**src/rtl/bp_pkg.sv**
```systemverilog
// bp_pkg: shared counter encodings, FSM state, pending-update entry and saturating-counter helper
package bp_pkg;
    localparam logic [1:0] SNT = 2'b00;
    localparam logic [1:0] WNT = 2'b01;
    localparam logic [1:0] WT  = 2'b10;
    localparam logic [1:0] ST  = 2'b11;
    localparam int BP_IDX_W = 16;
    typedef enum logic {BP_INIT, BP_RUN} bp_state_e;
    typedef struct packed {
        logic [BP_IDX_W-1:0] idx;
        logic                taken;
        logic                pred;
    } bp_entry_t;
    function automatic logic [1:0] sat_update(input logic [1:0] c, input logic taken);
        return taken ? (c == ST ? ST : c + 2'd1) : (c == SNT ? SNT : c - 2'd1);
    endfunction
endpackage

```
**src/rtl/bp_update_fifo.sv**
```systemverilog
// bp_update_fifo: pending branch-update FIFO; ports: clk, reset, push/push_data, pop, head, count, full, empty
module bp_update_fifo
    import bp_pkg::*;
#(
    parameter int DEPTH = 4,
    localparam int CNT_W = $clog2(DEPTH + 1),
    localparam int PTR_W = DEPTH > 1 ? $clog2(DEPTH) : 1
) (
    input  logic             clk,
    input  logic             reset,
    input  logic             push,
    input  bp_entry_t        push_data,
    input  logic             pop,
    output bp_entry_t        head,
    output logic [CNT_W-1:0] count,
    output logic             full,
    output logic             empty
);
    bp_entry_t mem_q [DEPTH];
    logic [PTR_W-1:0] rd_q, rd_d, wr_q, wr_d;
    logic [CNT_W-1:0] cnt_q, cnt_d;
    logic do_push, do_pop;
    assign full    = cnt_q == CNT_W'(DEPTH);
    assign empty   = cnt_q == '0;
    assign count   = cnt_q;
    assign head    = mem_q[rd_q];
    assign do_push = push & ~full;
    assign do_pop  = pop & ~empty;
    always_comb begin
        wr_d  = do_push ? (wr_q == PTR_W'(DEPTH - 1) ? '0 : wr_q + 1'b1) : wr_q;
        rd_d  = do_pop ? (rd_q == PTR_W'(DEPTH - 1) ? '0 : rd_q + 1'b1) : rd_q;
        cnt_d = cnt_q + CNT_W'(do_push) - CNT_W'(do_pop);
    end
    always_ff @(posedge clk) begin
        if (reset) begin
            rd_q  <= '0;
            wr_q  <= '0;
            cnt_q <= '0;
        end else begin
            rd_q  <= rd_d;
            wr_q  <= wr_d;
            cnt_q <= cnt_d;
        end
    end
    always_ff @(posedge clk) begin
        if (do_push) mem_q[wr_q] <= push_data;
    end
endmodule

```
**src/rtl/branch_pred_ctrl.sv**
```systemverilog
// branch_pred_ctrl: 2-bit counter branch history table with init sweep, predict port and queued resolve updates
// ports: clk, reset (sync, active-high); pred_valid/pred_pc/pred_ready -> pred_out_valid/pred_taken;
// res_valid/res_pc/res_taken/res_pred/res_ready; init_done; BP_PERF_CNT_EN adds perf_pred_cnt/perf_mispred_cnt
module branch_pred_ctrl
    import bp_pkg::*;
#(
    parameter int         BHT_DEPTH  = 16,
    parameter int         FIFO_DEPTH = 4,
    parameter logic [1:0] INIT_STATE = WNT
) (
    input  logic        clk,
    input  logic        reset,
    input  logic        pred_valid,
    input  logic [31:0] pred_pc,
    output logic        pred_ready,
    output logic        pred_out_valid,
    output logic        pred_taken,
    input  logic        res_valid,
    input  logic [31:0] res_pc,
    input  logic        res_taken,
    input  logic        res_pred,
    output logic        res_ready,
    output logic        init_done
`ifdef BP_PERF_CNT_EN
    ,
    output logic [15:0] perf_pred_cnt,
    output logic [15:0] perf_mispred_cnt
`endif
);
    localparam int IDX_W = $clog2(BHT_DEPTH);
    localparam int CNT_W = $clog2(FIFO_DEPTH + 1);
    logic [1:0] bht_q [BHT_DEPTH];
    logic [1:0] bht_d [BHT_DEPTH];
    bp_state_e state_q, state_d;
    logic [IDX_W-1:0] init_idx_q, init_idx_d, pidx, uidx;
    logic init_done_q, init_done_d, pred_out_valid_q, pred_out_valid_d, pred_taken_q, pred_taken_d;
    logic run, full, empty, do_pred, do_upd, push;
    logic [CNT_W-1:0] fifo_count;
    bp_entry_t head, push_entry;
    logic unused_bits;
    assign run        = state_q == BP_RUN;
    assign pred_ready = run & ~full;
    assign res_ready  = run & ~full;
    assign push       = res_valid & res_ready;
    assign do_pred    = pred_valid & pred_ready;
    // a full queue starves prediction; otherwise updates only use idle slots
    assign do_upd     = run & ~empty & (full | ~pred_valid);
    assign pidx       = pred_pc[IDX_W-1:0];
    assign uidx       = head.idx[IDX_W-1:0];
    assign push_entry = '{idx: BP_IDX_W'(res_pc[IDX_W-1:0]), taken: res_taken, pred: res_pred};
    assign unused_bits = ^{pred_pc, res_pc, head, fifo_count};
    assign pred_out_valid = pred_out_valid_q;
    assign pred_taken     = pred_taken_q;
    assign init_done      = init_done_q;
    bp_update_fifo #(.DEPTH(FIFO_DEPTH)) u_fifo (
        .clk       (clk),
        .reset     (reset),
        .push      (push),
        .push_data (push_entry),
        .pop       (do_upd),
        .head      (head),
        .count     (fifo_count),
        .full      (full),
        .empty     (empty)
    );
    always_comb begin
        bht_d            = bht_q;
        state_d          = state_q;
        init_idx_d       = init_idx_q;
        init_done_d      = init_done_q;
        pred_out_valid_d = do_pred;
        pred_taken_d     = do_pred ? bht_q[pidx][1] : pred_taken_q;
        if (!run) begin
            bht_d[init_idx_q] = INIT_STATE;
            init_idx_d        = init_idx_q + 1'b1;
            if (init_idx_q == IDX_W'(BHT_DEPTH - 1)) begin
                state_d     = BP_RUN;
                init_done_d = 1'b1;
            end
        end
        if (do_upd) bht_d[uidx] = sat_update(bht_q[uidx], head.taken);
    end
    always_ff @(posedge clk) begin
        if (reset) begin
            state_q          <= BP_INIT;
            init_idx_q       <= '0;
            init_done_q      <= 1'b0;
            pred_out_valid_q <= 1'b0;
            pred_taken_q     <= 1'b0;
        end else begin
            state_q          <= state_d;
            init_idx_q       <= init_idx_d;
            init_done_q      <= init_done_d;
            pred_out_valid_q <= pred_out_valid_d;
            pred_taken_q     <= pred_taken_d;
        end
    end
    always_ff @(posedge clk) begin
        bht_q <= bht_d;
    end
`ifdef BP_PERF_CNT_EN
    logic [15:0] pred_cnt_q, pred_cnt_d, mis_cnt_q, mis_cnt_d;
    always_comb begin
        pred_cnt_d = pred_cnt_q + 16'(do_pred && pred_cnt_q != 16'hFFFF);
        mis_cnt_d  = mis_cnt_q + 16'(push && res_taken != res_pred && mis_cnt_q != 16'hFFFF);
    end
    always_ff @(posedge clk) begin
        if (reset) begin
            pred_cnt_q <= '0;
            mis_cnt_q  <= '0;
        end else begin
            pred_cnt_q <= pred_cnt_d;
            mis_cnt_q  <= mis_cnt_d;
        end
    end
    assign perf_pred_cnt    = pred_cnt_q;
    assign perf_mispred_cnt = mis_cnt_q;
`endif
endmodule

```
**config.mk**
```make
export PLATFORM = sky130hd
export DESIGN_NAME = branch_pred_ctrl
export DESIGN_NICKNAME = d
export VERILOG_FILES = /design/src/rtl/bp_pkg.sv /design/src/rtl/bp_update_fifo.sv /design/src/rtl/branch_pred_ctrl.sv
export SDC_FILE = /design/constraint.sdc
export NUM_CORES = 1
export LEC_CHECK = 0
export BUFFER_PORTS_ARGS = -buffer_cell sky130_fd_sc_hd__buf_4
export CAP_MARGIN = 25
export CORE_MARGIN = 2
export CORE_UTILIZATION = 43
export DETAILED_ROUTE_END_ITERATION = 10
export GPL_ROUTABILITY_DRIVEN = 0
export PLACE_DENSITY_LB_ADDON = 0.2
export SLEW_MARGIN = 25
export SYNTH_ARGS = -nofsm -noshare
export SYNTH_HDL_FRONTEND = slang
export SYNTH_SLANG_ARGS = --single-unit
```
**constraint.sdc**
```tcl
create_clock -name clk -period 2.75 [get_ports clk]
set_input_delay 0.1375 -clock clk [delete_from_list [all_inputs] [get_ports clk]]
set_output_delay 0.1375 -clock clk [all_outputs]
set_load 0.005 [all_outputs]
```
==> flow_summary.ini <==
[status]
outcome = complete, no violations

[worst_setup_path]
crit_chain = buf_4 > mux4_2 > mux2_2 > nand2_1 > o2111ai_1 > nand3_1 > maj3_2 > mux2i_1
slowest_delay_ns = 0.62
crit_slowest_cell = mux4_2
critPathTopFamily = multiplexers
critical_path.max_fanout = 16
critPathLaunchType = flop
criticalPathCategory = reg2reg
cp.required_ns = 2.97
arrival_ns = 2.77
end_kind = flop
crit_buf_inv = 1

[yosys]
async_flop_share_pct = 0
synth.distinct_cells = 37
yosysMostFrequentCell = dfxtp_1
synth_area_mm2 = 0.003306
synth_ff_type = dfxtp_1
ys_warn_count = 0
ys_ff_latch = 69
synth_top_area_cell = dfxtp_1
synth_nets = 397
synth_edf_count = 20
synth_commonest_cells = dfxtp_1, nand2_1, mux2i_1, a21oi_1, edfxtp_1
synth_top_area_share_pct = 29.67
avgSynthCellArea_um2 = 10.49
synthTopCellsByArea = dfxtp_1, edfxtp_1, mux2i_1, mux4_2, nand2_1
synthCells = 315
yosysSeqAreaShare_pct = 47.84

[run]
maxCapViolCount = 0

[power_and_ir_drop]
finalPower_uw = 2103
p_leak_uw = 0.001545
ir_worst_vdd_mv = 0.2162
powerDensity_mw_per_mm2 = 551.0

[finish]
fin_util_pct = 52.06
finalInstanceArea_mm2 = 0.003816
n_antenna_cell = 0
multi_input_area_mm2 = 0.001587
seq_area_mm2 = 0.001582
syn2layout_area_growth_pct = 15.44
drive_gt1_share_pct = 17.82
nNetsFinal = 425
fillCellCount = 674

[global_route]
grt_pass1_vias = 2297
track_usage_pct = 17.84
antenna_found_initial = 0
grt_max_degree = 18
grt_pass1_wl_um = 11590
grt_remaining_overflow = 0

[die]
die-area_mm2 = 0.008405
rows = 31
io_pins = 75
die_h_um = 91.68
core_area_mm2 = 0.007331
start_util_pct = 45.09
die_x_um = 91.68

[sta]
finalMaxSlewViolations = 0
fin_crit_sh_pct = 92.92
setup_tns_ns = 0
worst_slew_pin_slew_ns = 0.4416
finalCriticalPeriod_ns = 2.555
rsz0062_at_grt = no
hold_ws_ns = 0.05908
fmax_mhz = 391.4
finalSetupViolCount = 0
max-slew-margin-rel_pct = 70.18
hold_viol = 0
skew_ns = 0.008858

[detailed_routing]
drtIter0Drc = 139
final_antenna_net_count = 0
routedWlPerCell_um = 15.71
finalWirelength_um = 7021
vias = 2356
drc_errors = 0
via_per_inst = 5.271
drtPass1Iterations = 5

[clocking]
ctsHtreeMaxLevel = 3
cts.sinks = 69
numCtsBuffers = 9
cts_tree = yes
clockRootBuffer = clkbuf_8
path_clk_slew_ns = 0.08
cts_max_path_buffers = 2
clk_latency_ns = 0.35

[placement]
port_buffers = 17
dpl_cell_area_mm2 = 0.003536
post-dp-hpwl_um = 5101

[worst_hold_path]
hold_start = pred_valid
hp-class = in2reg
[timing repair]
item | in CTS | in global routing
resized for setup | 0 | 0
hold buffers | 5 | 0
setup endpoints to repair | 0 | 28
buffers inserted | 0 | 1
hold endpoints to repair | 20 | 0
[cell usage in the layout (no fill, tap or decap), types with 11 or more instances in the layout]
cell / synthesis / layout
buf_4: 1 / 28
mux2i_1: 37 / 37
o21ai_1: 14 / 14
nand3_1: 17 / 17
dfxtp_1: 49 / 49
nand2_1: 46 / 46
ha_1: 11 / 11
a21oi_1: 21 / 21
inv_1: 11 / 11
nor2_1: 16 / 16
edfxtp_1: 20 / 20
[sequential cells by signal (all words and copies together), names as in the netlist, named ones only]
signal	cells
init_idx_q	4
pred_taken	1
bht_q	32
init_done	1
u_fifo.rd_q	2
u_fifo.count	3
run	1
pred_out_valid	1
u_fifo.mem_q	20
u_fifo.wr_q	2
[power breakdown]
part	switching [uW]	total (uW)	internal [uW]
Sequential	15.9	1080	1060
Combinational	55.2	105	50.2
Clock	406	920	515
[area by class of cell]
type                    instances  share of cell area [%]
inverters                      11                   1.082
multi-input cells             219                   41.57
well taps                      99                   3.246
flip-flops and latches         69                   41.44
clock inverters                 7                   2.590
clock buffers                   9                   3.246
repair buffers                 33                   6.820
[routing by layer]
layer	GRT usage [%]	vias up	wire [um]
li1	-	1177	-
met1	24.96	1119	3463
met2	26.96	51	3116
met3	3.369	9	347
met4	7.828	0	94
met5	0	-	0
[tightest hold or removal path: cells and delay by family]
family                 cells  cell delay [ns]
and+or+nand+nor            2             0.14
buffers and inverters      1             0.09
[cells by family after synthesis]
| family | Yosys count | synth area share, % |
|---|---|---|
| AO/OA/AOI/OAI | 46 | 7.836 |
| buffers and inverters | 27 | 4.164 |
| multiplexers | 52 | 19.38 |
| XOR/XNOR | 5 | 1.325 |
| adder cells (fa/ha/maj) | 14 | 5.450 |
| AND/OR/NAND/NOR | 102 | 14.00 |
| flip-flops | 69 | 47.84 |
[metrics by stage]
stage / setup WS [ns] / cells
after floorplan: 0.3027 / 315
after global placement: 0.1465 / 425
after detailed placement: 0.1499 / 425
after CTS: 0.1216 / 446
after global routing: 0.01332 / 447
final: 0.1948 / 447
[worst paths after layout]
path	slack (ns)	cells past startpoint	to
hold reg to reg	0.48	2	pred_taken
setup reg to reg	0.19	8	bht_q[30]
hold / removal	0.06	3	pred_out_valid
setup / recovery	0.19	8	bht_q[30]
No activity file was read; power rests on OpenSTA's default activity.
